==> src/rtl/bf8b_pkg.sv <==
// Shared definitions for the bf8b core: opcode bytes, execute-stage state
// encoding and the data-memory read latency.
package bf8b_pkg;

  localparam logic [7:0] OP_INC   = 8'h2B;
  localparam logic [7:0] OP_DEC   = 8'h2D;
  localparam logic [7:0] OP_LEFT  = 8'h3C;
  localparam logic [7:0] OP_RIGHT = 8'h3E;
  localparam logic [7:0] OP_OUT   = 8'h2E;
  localparam logic [7:0] OP_IN    = 8'h2C;
  localparam logic [7:0] OP_LOOP  = 8'h5B;
  localparam logic [7:0] OP_END   = 8'h5D;

  localparam int MEM_LATENCY = 2;

  typedef enum logic [3:0] {
    ST_IDLE,
    ST_DECODE,
    ST_RD_WAIT,
    ST_RD_SAMPLE,
    ST_WRITE,
    ST_OUT_HS,
    ST_IN_HS,
    ST_SCAN_ADDR,
    ST_SCAN_WAIT,
    ST_SCAN_CHECK,
    ST_DONE
  } exec_state_t;

endpackage

==> src/rtl/bracket_scanner.sv <==
// Walks program memory from a bracket looking for its partner; the execute
// FSM paces it with step (advance address) and check (consume sampled byte).
module bracket_scanner #(
  parameter int SCAN_LIMIT = 255
) (
  input  logic       clk,
  input  logic       rst_n,
  input  logic       i_start,
  input  logic       i_fwd,
  input  logic [7:0] i_start_addr,
  input  logic       i_step,
  input  logic       i_check,
  input  logic [7:0] i_prog_data,
  output logic [7:0] o_prog_addr,
  output logic       o_done,
  output logic       o_matched,
  output logic [7:0] o_match_addr
);
  import bf8b_pkg::*;

  logic [7:0] r_addr;
  logic [8:0] r_depth;
  logic [8:0] r_steps;
  logic       r_fwd;
  logic       w_same;
  logic       w_opp;
  logic [8:0] w_depth_next;

  assign w_same = (i_prog_data == (r_fwd ? OP_LOOP : OP_END));
  assign w_opp  = (i_prog_data == (r_fwd ? OP_END : OP_LOOP));

  always_comb begin
    w_depth_next = r_depth;
    if (w_same)
      w_depth_next = r_depth + 9'd1;
    else if (w_opp)
      w_depth_next = r_depth - 9'd1;
  end

  // Results are combinational so the FSM can leave SCAN_CHECK on the same edge.
  assign o_matched    = i_check && (w_depth_next == 9'd0);
  assign o_done       = o_matched || (i_check && ((r_steps + 9'd1) == 9'(SCAN_LIMIT)));
  assign o_match_addr = r_addr;
  assign o_prog_addr  = r_addr;

  always_ff @(posedge clk or negedge rst_n) begin
    if (!rst_n) begin
      r_addr  <= 8'd0;
      r_depth <= 9'd0;
      r_steps <= 9'd0;
      r_fwd   <= 1'b0;
    end else if (i_start) begin
      r_addr  <= i_start_addr;
      r_depth <= 9'd1;
      r_steps <= 9'd0;
      r_fwd   <= i_fwd;
    end else if (i_step) begin
      r_addr <= r_fwd ? r_addr + 8'd1 : r_addr - 8'd1;
    end else if (i_check) begin
      r_depth <= w_depth_next;
      r_steps <= r_steps + 9'd1;
    end
  end

endmodule

==> src/rtl/bf_execute.sv <==
// Execute stage of the bf8b core: runs one Brainfuck instruction per en
// handshake, with all outputs driven from registers.
module bf_execute #(
  parameter int SCAN_LIMIT = 255
) (
  input  logic       clk,
  input  logic       rst_n,
  input  logic       en,
  input  logic [7:0] inst_in,
  input  logic [7:0] pc_in,
  output logic [7:0] pc_next,
  output logic       ready,
  output logic       err,
  output logic [7:0] dp,
  output logic [7:0] mem_addr,
  input  logic [7:0] mem_rdata,
  output logic [7:0] mem_wdata,
  output logic       mem_we,
  output logic [7:0] prog_addr,
  input  logic [7:0] prog_data,
  output logic [7:0] out_data,
  output logic       out_valid,
  input  logic       out_ready,
  input  logic [7:0] in_data,
  input  logic       in_valid,
  output logic       in_ready
);
  import bf8b_pkg::*;

  localparam logic [1:0] RD_WAIT_LAST = 2'(MEM_LATENCY - 2);

  exec_state_t r_state, w_state;
  logic       r_en_d;
  logic [7:0] r_inst, w_inst;
  logic [7:0] r_pc, w_pc;
  logic [7:0] r_dp, w_dp;
  logic [7:0] r_pc_next, w_pc_next;
  logic [7:0] r_mem_addr, w_mem_addr;
  logic [7:0] r_mem_wdata, w_mem_wdata;
  logic       r_mem_we, w_mem_we;
  logic [7:0] r_out_data, w_out_data;
  logic       r_out_valid, w_out_valid;
  logic       r_in_ready, w_in_ready;
  logic       r_ready, w_ready;
  logic       r_err, w_err;
  logic [7:0] r_cell, w_cell;
  logic [1:0] r_wait, w_wait;
  logic       w_scan_start, w_scan_step, w_scan_check;
  logic       w_scan_done, w_scan_matched;
  logic [7:0] w_match_addr;

  bracket_scanner #(.SCAN_LIMIT(SCAN_LIMIT)) u_scanner (
    .clk          (clk),
    .rst_n        (rst_n),
    .i_start      (w_scan_start),
    .i_fwd        (r_inst == OP_LOOP),
    .i_start_addr (r_pc),
    .i_step       (w_scan_step),
    .i_check      (w_scan_check),
    .i_prog_data  (prog_data),
    .o_prog_addr  (prog_addr),
    .o_done       (w_scan_done),
    .o_matched    (w_scan_matched),
    .o_match_addr (w_match_addr)
  );

  always_ff @(posedge clk or negedge rst_n) begin
    if (!rst_n) begin
      r_state     <= ST_IDLE;
      r_en_d      <= 1'b0;
      r_inst      <= 8'd0;
      r_pc        <= 8'd0;
      r_dp        <= 8'd0;
      r_pc_next   <= 8'd0;
      r_mem_addr  <= 8'd0;
      r_mem_wdata <= 8'd0;
      r_mem_we    <= 1'b0;
      r_out_data  <= 8'd0;
      r_out_valid <= 1'b0;
      r_in_ready  <= 1'b0;
      r_ready     <= 1'b0;
      r_err       <= 1'b0;
      r_cell      <= 8'd0;
      r_wait      <= 2'd0;
    end else begin
      r_state     <= w_state;
      r_en_d      <= en;
      r_inst      <= w_inst;
      r_pc        <= w_pc;
      r_dp        <= w_dp;
      r_pc_next   <= w_pc_next;
      r_mem_addr  <= w_mem_addr;
      r_mem_wdata <= w_mem_wdata;
      r_mem_we    <= w_mem_we;
      r_out_data  <= w_out_data;
      r_out_valid <= w_out_valid;
      r_in_ready  <= w_in_ready;
      r_ready     <= w_ready;
      r_err       <= w_err;
      r_cell      <= w_cell;
      r_wait      <= w_wait;
    end
  end

  // Dropping en in any busy state abandons the instruction; pulses and
  // handshake requests are simply not re-asserted.
  always_comb begin
    w_state      = r_state;
    w_inst       = r_inst;
    w_pc         = r_pc;
    w_dp         = r_dp;
    w_pc_next    = r_pc_next;
    w_mem_addr   = r_mem_addr;
    w_mem_wdata  = r_mem_wdata;
    w_mem_we     = 1'b0;
    w_out_data   = r_out_data;
    w_out_valid  = r_out_valid;
    w_in_ready   = r_in_ready;
    w_ready      = 1'b0;
    w_err        = r_err;
    w_cell       = r_cell;
    w_wait       = r_wait;
    w_scan_start = 1'b0;
    w_scan_step  = 1'b0;
    w_scan_check = 1'b0;
    if (r_state != ST_IDLE && !en) begin
      w_state     = ST_IDLE;
      w_out_valid = 1'b0;
      w_in_ready  = 1'b0;
    end else begin
      case (r_state)
        ST_IDLE: begin
          if (en && !r_en_d) begin
            w_state = ST_DECODE;
            w_inst  = inst_in;
            w_pc    = pc_in;
          end
        end
        ST_DECODE: begin
          w_pc_next = r_pc + 8'd1;
          case (r_inst)
            OP_RIGHT: begin
              w_dp    = r_dp + 8'd1;
              w_state = ST_DONE;
            end
            OP_LEFT: begin
              w_dp    = r_dp - 8'd1;
              w_state = ST_DONE;
            end
            OP_INC, OP_DEC, OP_OUT, OP_IN, OP_LOOP, OP_END: begin
              w_mem_addr = r_dp;
              w_wait     = 2'd0;
              w_state    = ST_RD_WAIT;
            end
            default: w_state = ST_DONE;
          endcase
        end
        ST_RD_WAIT: begin
          if (r_wait == RD_WAIT_LAST)
            w_state = ST_RD_SAMPLE;
          else
            w_wait = r_wait + 2'd1;
        end
        ST_RD_SAMPLE: begin
          w_cell = mem_rdata;
          case (r_inst)
            OP_INC, OP_DEC: w_state = ST_WRITE;
            OP_OUT: begin
              w_out_data  = mem_rdata;
              w_out_valid = 1'b1;
              w_state     = ST_OUT_HS;
            end
            OP_IN: begin
              w_in_ready = 1'b1;
              w_state    = ST_IN_HS;
            end
            OP_LOOP, OP_END: begin
              if ((r_inst == OP_LOOP) == (mem_rdata == 8'd0)) begin
                w_scan_start = 1'b1;
                w_state      = ST_SCAN_ADDR;
              end else begin
                w_state = ST_DONE;
              end
            end
            default: w_state = ST_DONE;
          endcase
        end
        ST_WRITE: begin
          w_mem_we    = 1'b1;
          w_mem_wdata = (r_inst == OP_INC) ? r_cell + 8'd1 : r_cell - 8'd1;
          w_state     = ST_DONE;
        end
        ST_OUT_HS: begin
          if (out_ready) begin
            w_out_valid = 1'b0;
            w_state     = ST_DONE;
          end
        end
        ST_IN_HS: begin
          if (in_valid) begin
            w_in_ready  = 1'b0;
            w_mem_we    = 1'b1;
            w_mem_wdata = in_data;
            w_state     = ST_DONE;
          end
        end
        ST_SCAN_ADDR: begin
          w_scan_step = 1'b1;
          w_state     = ST_SCAN_WAIT;
        end
        ST_SCAN_WAIT: w_state = ST_SCAN_CHECK;
        ST_SCAN_CHECK: begin
          w_scan_check = 1'b1;
          if (w_scan_done) begin
            if (w_scan_matched)
              w_pc_next = w_match_addr + 8'd1;
            else
              w_err = 1'b1;
            w_state = ST_DONE;
          end else begin
            w_state = ST_SCAN_ADDR;
          end
        end
        ST_DONE: w_ready = 1'b1;
        default: w_state = ST_IDLE;
      endcase
    end
  end

  assign pc_next   = r_pc_next;
  assign ready     = r_ready;
  assign err       = r_err;
  assign dp        = r_dp;
  assign mem_addr  = r_mem_addr;
  assign mem_wdata = r_mem_wdata;
  assign mem_we    = r_mem_we;
  assign out_data  = r_out_data;
  assign out_valid = r_out_valid;
  assign in_ready  = r_in_ready;

endmodule
==> config.mk <==
export PLATFORM = sky130hd
export DESIGN_NAME = bf_execute
export DESIGN_NICKNAME = d
export VERILOG_FILES = /design/src/rtl/bf8b_pkg.sv /design/src/rtl/bracket_scanner.sv /design/src/rtl/bf_execute.sv
export SDC_FILE = /design/constraint.sdc
export NUM_CORES = 1
export LEC_CHECK = 0
export CAP_MARGIN = 0
export CORE_AREA = 2 2 141 143
export DETAILED_ROUTE_END_ITERATION = 10
export DIE_AREA = 0 0 143 145
export SETUP_SLACK_MARGIN = 0.15
export SYNTH_ARGS = -nofsm -noshare
export SYNTH_HDL_FRONTEND = slang
export SYNTH_HIERARCHICAL = 1
export SYNTH_SLANG_ARGS = --single-unit
==> constraint.sdc <==
create_clock -name clk -period 3.35 [get_ports clk]
set_input_delay 0.67 -clock clk [delete_from_list [all_inputs] [get_ports clk]]
set_output_delay 0.67 -clock clk [all_outputs]
set_load 0.05 [all_outputs]
# [Word level (Yosys, flattened, before mapping)]
# Index checks and enable logic that the tools add are counted.
[classes] mux=54 n_addsub=11 n_reduce_logical=36 n_eq_ne=35 n_bitwise=2
[op_table] operator="9-bit two-way mux" count=8
[op_table] operator="8-bit two-way mux" count=7
[op_table] operator="8-bit by 6-bit equality test with 1-bit output, second input constant" count=6
[op_table] operator="8-bit one-hot mux with 2 select lines" count=3
[op_table] operator="4-bit one-hot mux with 11 select lines" count=1
[op_table] operator="8-bit by 1-bit adder with 8-bit output, second input constant" count=4
[op_table] operator="4-bit two-way mux" count=8
[op_table] operator="8-bit by 1-bit subtractor with 8-bit output, second input constant" count=3
[op_table] operator="3-bit AND reduction" count=7
[op_table] operator="9-bit by 1-bit adder with 9-bit output, second input constant" count=2
[op_table] operator="1-bit two-way mux" count=18
[op_table] operator="4-bit by 3-bit equality test with 1-bit output, second input constant" count=4
[op_table] operator="8-bit by 7-bit equality test with 1-bit output, second input constant" count=2
[op_table] operator="8-bit equality test" count=2
[op_table] operator="4-bit one-hot mux with 4 select lines" count=1
[op_table] operator="4-bit equality test, second input constant" count=3
[op_table] operator="3-bit inequality test, second input constant" count=4
[op_table] operator="4-bit AND reduction" count=3
[op_table] operator="2-bit nonzero test" count=6
[op_table] operator="9-bit by 8-bit equality test with 1-bit output, second input constant" count=1
[op_table] operator="9-bit logical NOT" count=1
[op_table] operator="9-bit by 1-bit subtractor with 9-bit output, second input constant" count=1
[op_table] operator="4-bit by 2-bit equality test with 1-bit output, second input constant" count=2
[op_table] operator="8-bit logical NOT" count=1
[op_table] operator="22 further kinds" count=40
[totals] elab_cells=158 out_inout_bits=53 inputBits=45 regBits=103

# [Logic depth before layout (Yosys ltp)]
[depth] ltp_word=10 depth_mapped=13 depth_no_buf=13

# [Hierarchy]
# Netlist, hierarchy kept.
[modules_own_cells] module="bf_execute" seq_area_each_um2=1901.8 cells_per_inst=406 area_each_um2=4306.6 n_inst=1
[modules_own_cells] module="bracket_scanner" seq_area_each_um2=675.6 cells_per_inst=274 area_each_um2=2306.0 n_inst=1

# [Worst setup path before layout]
# OpenSTA, ideal clock, no wires.
[synth_path] path_type="input port to flip-flop" start="input prog_data[1]" end="register r_pc_next[1] (netlist: pc_next[1])" path_slack_ps=-262 t_required_ps=3225 stages=10 n_path_buf=1 setup_ps=125 arrival_time_ps=3487 cell_sequence="buf_4 -> or3b_2 -> a211o_1 -> a21oi_1 -> xnor2_1 -> nand4_1 -> o31ai_2 -> nand2_1 -> a2111oi_4 -> mux2_2"
[synth_between] elab_chain_cells=8 word_cells_on_any_way=10 cone_classes="eq/ne: 4; mux: 2; reduce/logical: 4"
[synth_rtl] item="from (decl)" line="bf_execute.sv:20" text="input logic [7:0] prog_data,"
[synth_rtl] item="8-bit equality test" line="bracket_scanner.sv:30" text="assign w_opp = (i_prog_data == (r_fwd ? OP_END : OP_LOOP));"
[synth_rtl] item="9-bit two-way mux" line="bracket_scanner.sv:36" text="else if (w_opp)"
[synth_rtl] item="9-bit two-way mux (*)" line="bracket_scanner.sv:34" text="if (w_same)"
[synth_rtl] item="9-bit logical NOT (*)" line="bracket_scanner.sv:41" text="assign o_matched = i_check && (w_depth_next == 9'd0);"
[synth_rtl] item="1-bit logical AND (*)" line="bracket_scanner.sv:41"
[synth_rtl] item="1-bit logical OR (*)" line="bracket_scanner.sv:42" text="assign o_done = o_matched || (i_check && ((r_steps + 9'd1) == 9'(SCAN_LIMIT)));"
[synth_rtl] item="via w_scan_done" line="bf_execute.sv:49" text="logic w_scan_done, w_scan_matched;"
[synth_rtl] item="2-bit by 1-bit inequality test with 1-bit output (no line) (*)"
[synth_rtl] item="4-bit AND reduction (no line) (*)"
[synth_rtl] item="to (signal assigned)" line="bf_execute.sv:91" text="r_pc_next <= w_pc_next;"
[synth_rtl] item="to (decl)" line="bf_execute.sv:37" text="logic [7:0] r_pc_next, w_pc_next;"
# Mark *: on every way through the listed nets, which the timed path passes. The rest lies on a longest branch.
# A chain may end at the register's enable or synchronous reset.

# [Final worst setup path]
[layout_path] start="register u_scanner.r_fwd" end="register r_pc_next[1] (netlist: pc_next[1])"
[layout_between] elab_chain_cells=9 word_cells_on_any_way=12 cone_classes="eq/ne: 4; mux: 4; reduce/logical: 4"
[layout_rtl] item="from (decl)" line="bracket_scanner.sv:24" text="logic r_fwd;"
[layout_rtl] item="from (signal assigned)" line="bracket_scanner.sv:56" text="r_fwd <= i_fwd;"
[layout_rtl] item="3-bit two-way mux" line="bracket_scanner.sv:30"
[layout_rtl] item="8-bit equality test" line="bracket_scanner.sv:30"
[layout_rtl] item="9-bit two-way mux" line="bracket_scanner.sv:36"
[layout_rtl] item="9-bit two-way mux (*)" line="bracket_scanner.sv:34"
[layout_rtl] item="9-bit logical NOT (*)" line="bracket_scanner.sv:41"
[layout_rtl] item="1-bit logical AND (*)" line="bracket_scanner.sv:41"
[layout_rtl] item="1-bit logical OR (*)" line="bracket_scanner.sv:42"
[layout_rtl] item="via w_scan_done" line="bf_execute.sv:49"
[layout_rtl] item="2-bit by 1-bit inequality test with 1-bit output (no line) (*)"
[layout_rtl] item="4-bit AND reduction (no line) (*)"
# Marked as above.

==> results.cfg <==
[timing]
worst_pin_slew_ns = 0.5915
fin_crit_sh_pct = 96.30
max_freq_mhz = 310.0
period_minus_slack_ns = 3.226
skew_ns = 0.007606
final_max_slew_viol_count = 0
grt_setup_unrepaired = yes
setup_tns_ns = 0
max-slew-margin-rel_pct = 60.57
timing.hold.ws_ns = 0.3073
hold_violations = 0
finalSetupViolCount = 0

[routing]
drt_drc_violations_left = 0
drt_iter0_markers = 274
ant_nets = 0
wl_um = 16250
num_vias = 5413
routedWlPerCell_um = 15.18
drt-pass1-iter-count = 4
viasPerCell = 5.059

[synthesis]
synthMuxAreaShare_pct = 11.09
synth_cell_types = 81
yosysWarnings = 6
synth_top_family_by_area = simple AND/OR/NAND/NOR gates
post_synth_and_or_nand_nor_area_fraction_pct = 19.24
syn_nets = 752
avgSynthCellArea_um2 = 9.724
synth_top_area_share_pct = 38.98
synth-compound-area-share_pct = 15.00
yosysMostFrequentCell = dfrtp_1
ys.flop_type = dfrtp_1
synthXorXnorAreaFrac_pct = 5.298
synth.top_cells.by_area = dfrtp_1 39%, mux2_2 8.5%, ha_1 4.5%
synth-seq-cells = 103
synthAdderAreaFrac_pct = 5.449
seq_area_frac_synth_pct = 38.98
syn_inst = 680
synth_top_area_cell = dfrtp_1
synth_edf_count = 0
synthTopCellsByCount = 103 x dfrtp_1, 53 x nand2_1, 50 x mux2_2, 49 x nor2_1, 44 x o21ai_0
synth_area_um2 = 6613
synth_async_sr_flop_share_pct = 100.0

[pwr]
switchingPower_mw = 2.233
p_int_mw = 3.313
p_leak_nw = 3.565
clkPwrFrac_pct = 19.5
seq_power_share_pct = 34.3
irDropWorstVdd_mv = 0.2855
powerDensity_nw_per_um2 = 651.2
switching_share_pct = 40.26
combPwrFrac_pct = 46.2

[critical_path]
critical_path_class = flop to flop
r2r_setup_slack_ns = 0.12
reg2reg_from = u_scanner/r_fwd$_DFFE_PN0P_
cp.required_ns = 3.58
critPathCaptureType = flop
crit_arrival_ns = 3.46
reg2regPathDepth = 11
start_kind = flop
r2r-end = pc_next[1]$_DFFE_PN0P_
critPathMaxFanout = 7

[place]
dpl.hpwl_um = 12200
port_buffers = 97
place_congestion = 0.9166

[global_routing]
grt_max_degree = 61
grt_pass1_vias = 5319
grt_pass1_wl_um = 27600
antenna_found_initial = 0
grt_usage_pct = 16.45
grt.overflow.total = 0

[clocking]
insertion_delay_ns = 0.35
cts_sinks = 103
postCtsHoldBufs = 0
cts_tree = done
htree_levels = 3
root_buffer = clkbuf_16
cts_max_path_buffers = 2
clkSlewWorstSetupHoldPaths_ns = 0.08
cts_inserted_buffers = 9

[floorplan]
die_height_um = 145
start_util_pct = 34.43
core_um2 = 19210
chipWidth_um = 143
ios = 98
die_area_um2 = 20740
rows = 51

[flow_run]
max_cap_viol_count = 0

[layout]
final_net_count = 872
layout-drive-gt1-share_pct = 19.25
n_antenna_cell = 0
area_delta_synth_final_pct = 28.80
fill_cells = 1840

[worst_hold_path]
holdCritPathClass = input pin to async pin

[outcome]
status = completed
## how the worst max path moves through the flow
stage / startpoint / end / slack (ns) / cells past startpoint
floorplan: prog_data[2] / pc_next[1]$_DFFE_PN0P_ / -0.12 / 9
global placement: prog_data[1] / pc_next[1]$_DFFE_PN0P_ / -0.54 / 11
detailed placement: prog_data[1] / pc_next[7]$_DFFE_PN0P_ / -0.59 / 11
CTS: u_scanner/r_depth[1]$_DFFE_PN0P_ / pc_next[1]$_DFFE_PN0P_ / 0.03 / 11
global route: u_scanner/r_depth[0]$_DFFE_PN0P_ / pc_next[7]$_DFFE_PN0P_ / -0.05 / 13
finish: u_scanner/r_fwd$_DFFE_PN0P_ / pc_next[1]$_DFFE_PN0P_ / 0.12 / 11
## cells in the final DEF, fill, tap and decap left out, types with 13 or more instances in the layout
master / instances
o21ai_0: 42
dfrtp_1: 102
ha_1: 24
buf_4: 42
nand3_1: 18
mux2i_1: 17
mux2_2: 45
clkdlybuf4s50_1: 90
nor2_1: 47
nor3_1: 13
inv_1: 26
a21oi_1: 32
xor2_1: 20
nand2_1: 51
xnor2_1: 20
## through the flow
step | setup slack [ns] | power [mW] | cells | util, % | instance area (um2)
6_report | 0.1239 | 5.546 | 1070 | 44.34 | 8517
3_5_place_dp | -0.5887 | 4.450 | 1046 | 42.02 | 8070
5_1_grt | -0.05199 | 5.937 | 1070 | 44.34 | 8517
2_1_floorplan | -0.1195 | 3.669 | 680 | - | 6670
4_1_cts | 0.03020 | 5.596 | 1068 | 44.02 | 8454
3_3_place_gp | -0.5442 | 4.427 | 1046 | 42.02 | 8070
## critical path, cell delays in order, from the launching register on
cell       delay (ns)
dfrtp_1          0.44
or3b_4           0.39
a2111o_1         0.42
buf_6            0.13
a21oi_2          0.12
xnor2_1          0.16
nand4_1          0.22
o31ai_2          0.30
nand2_2          0.13
a2111oi_4        0.31
buf_6            0.19
mux2_4           0.30
## cell type report
cell class	instances	area, um2	area share [%]
flip-flops and latches	103	2579	30.28
repair buffers	147	1386	16.28
clock inverters	7	80.08	0.9402
well taps	265	331.6	3.893
clock buffers	9	225.2	2.644
multi-input cells	513	3817	44.82
inverters	26	97.59	1.146
## registers in the layout (all words and copies together) (netlist names)
signal                  count
u_scanner/r_depth           9
u_scanner/r_steps           9
dp                          8
mem_addr                    8
mem_wdata                   8
out_data                    8
pc_next                     8
r_cell                      8
r_inst                      8
r_pc                        8
u_scanner/o_match_addr      8
r_state                     4
r_wait                      2
err                         1
in_ready                    1
mem_we                      1
out_valid                   1
r_en_d                      1
ready                       1
u_scanner/r_fwd             1
## what timing repair did
action                     in CTS  in global routing
setup endpoints to repair       9                  9
gates resized for setup        20                 14
setup buffers                   6                  2
pin swaps                      15                 11
## metal layers
| layer | track usage [%] | vias to the layer above | share of wire [%] |
|---|---|---|---|
| li1 | - | 2707 | - |
| met1 | 23.11 | 2581 | 47 |
| met2 | 25.50 | 102 | 46 |
| met3 | 3.168 | 23 | 4.4 |
| met4 | 5.198 | 0 | 2.0 |
| met5 | 0 | - | 0 |
## cells by family (layout without fill, tap and decap cells)
kind of cell / count (synthesis) / in the layout
flip-flops: 103 / 103
AO/OA/AOI/OAI: 151 / 151
AND/OR/NAND/NOR: 228 / 228
adder cells (fa/ha/maj): 27 / 27
XOR/XNOR: 40 / 40
multiplexers: 67 / 67
buffers and inverters: 64 / 189
## power groups by stage
stage | Clock, mW | Sequential, mW | Combinational, mW
floorplan | 0 | 2.34 | 1.32
global placement | 0 | 1.92 | 2.50
detailed placement | 0 | 1.93 | 2.52
CTS | 1.12 | 1.91 | 2.57
global route | 1.18 | 1.96 | 2.81
finish | 1.08 | 1.90 | 2.56
Note: power is estimated with default switching activity, not from simulation.
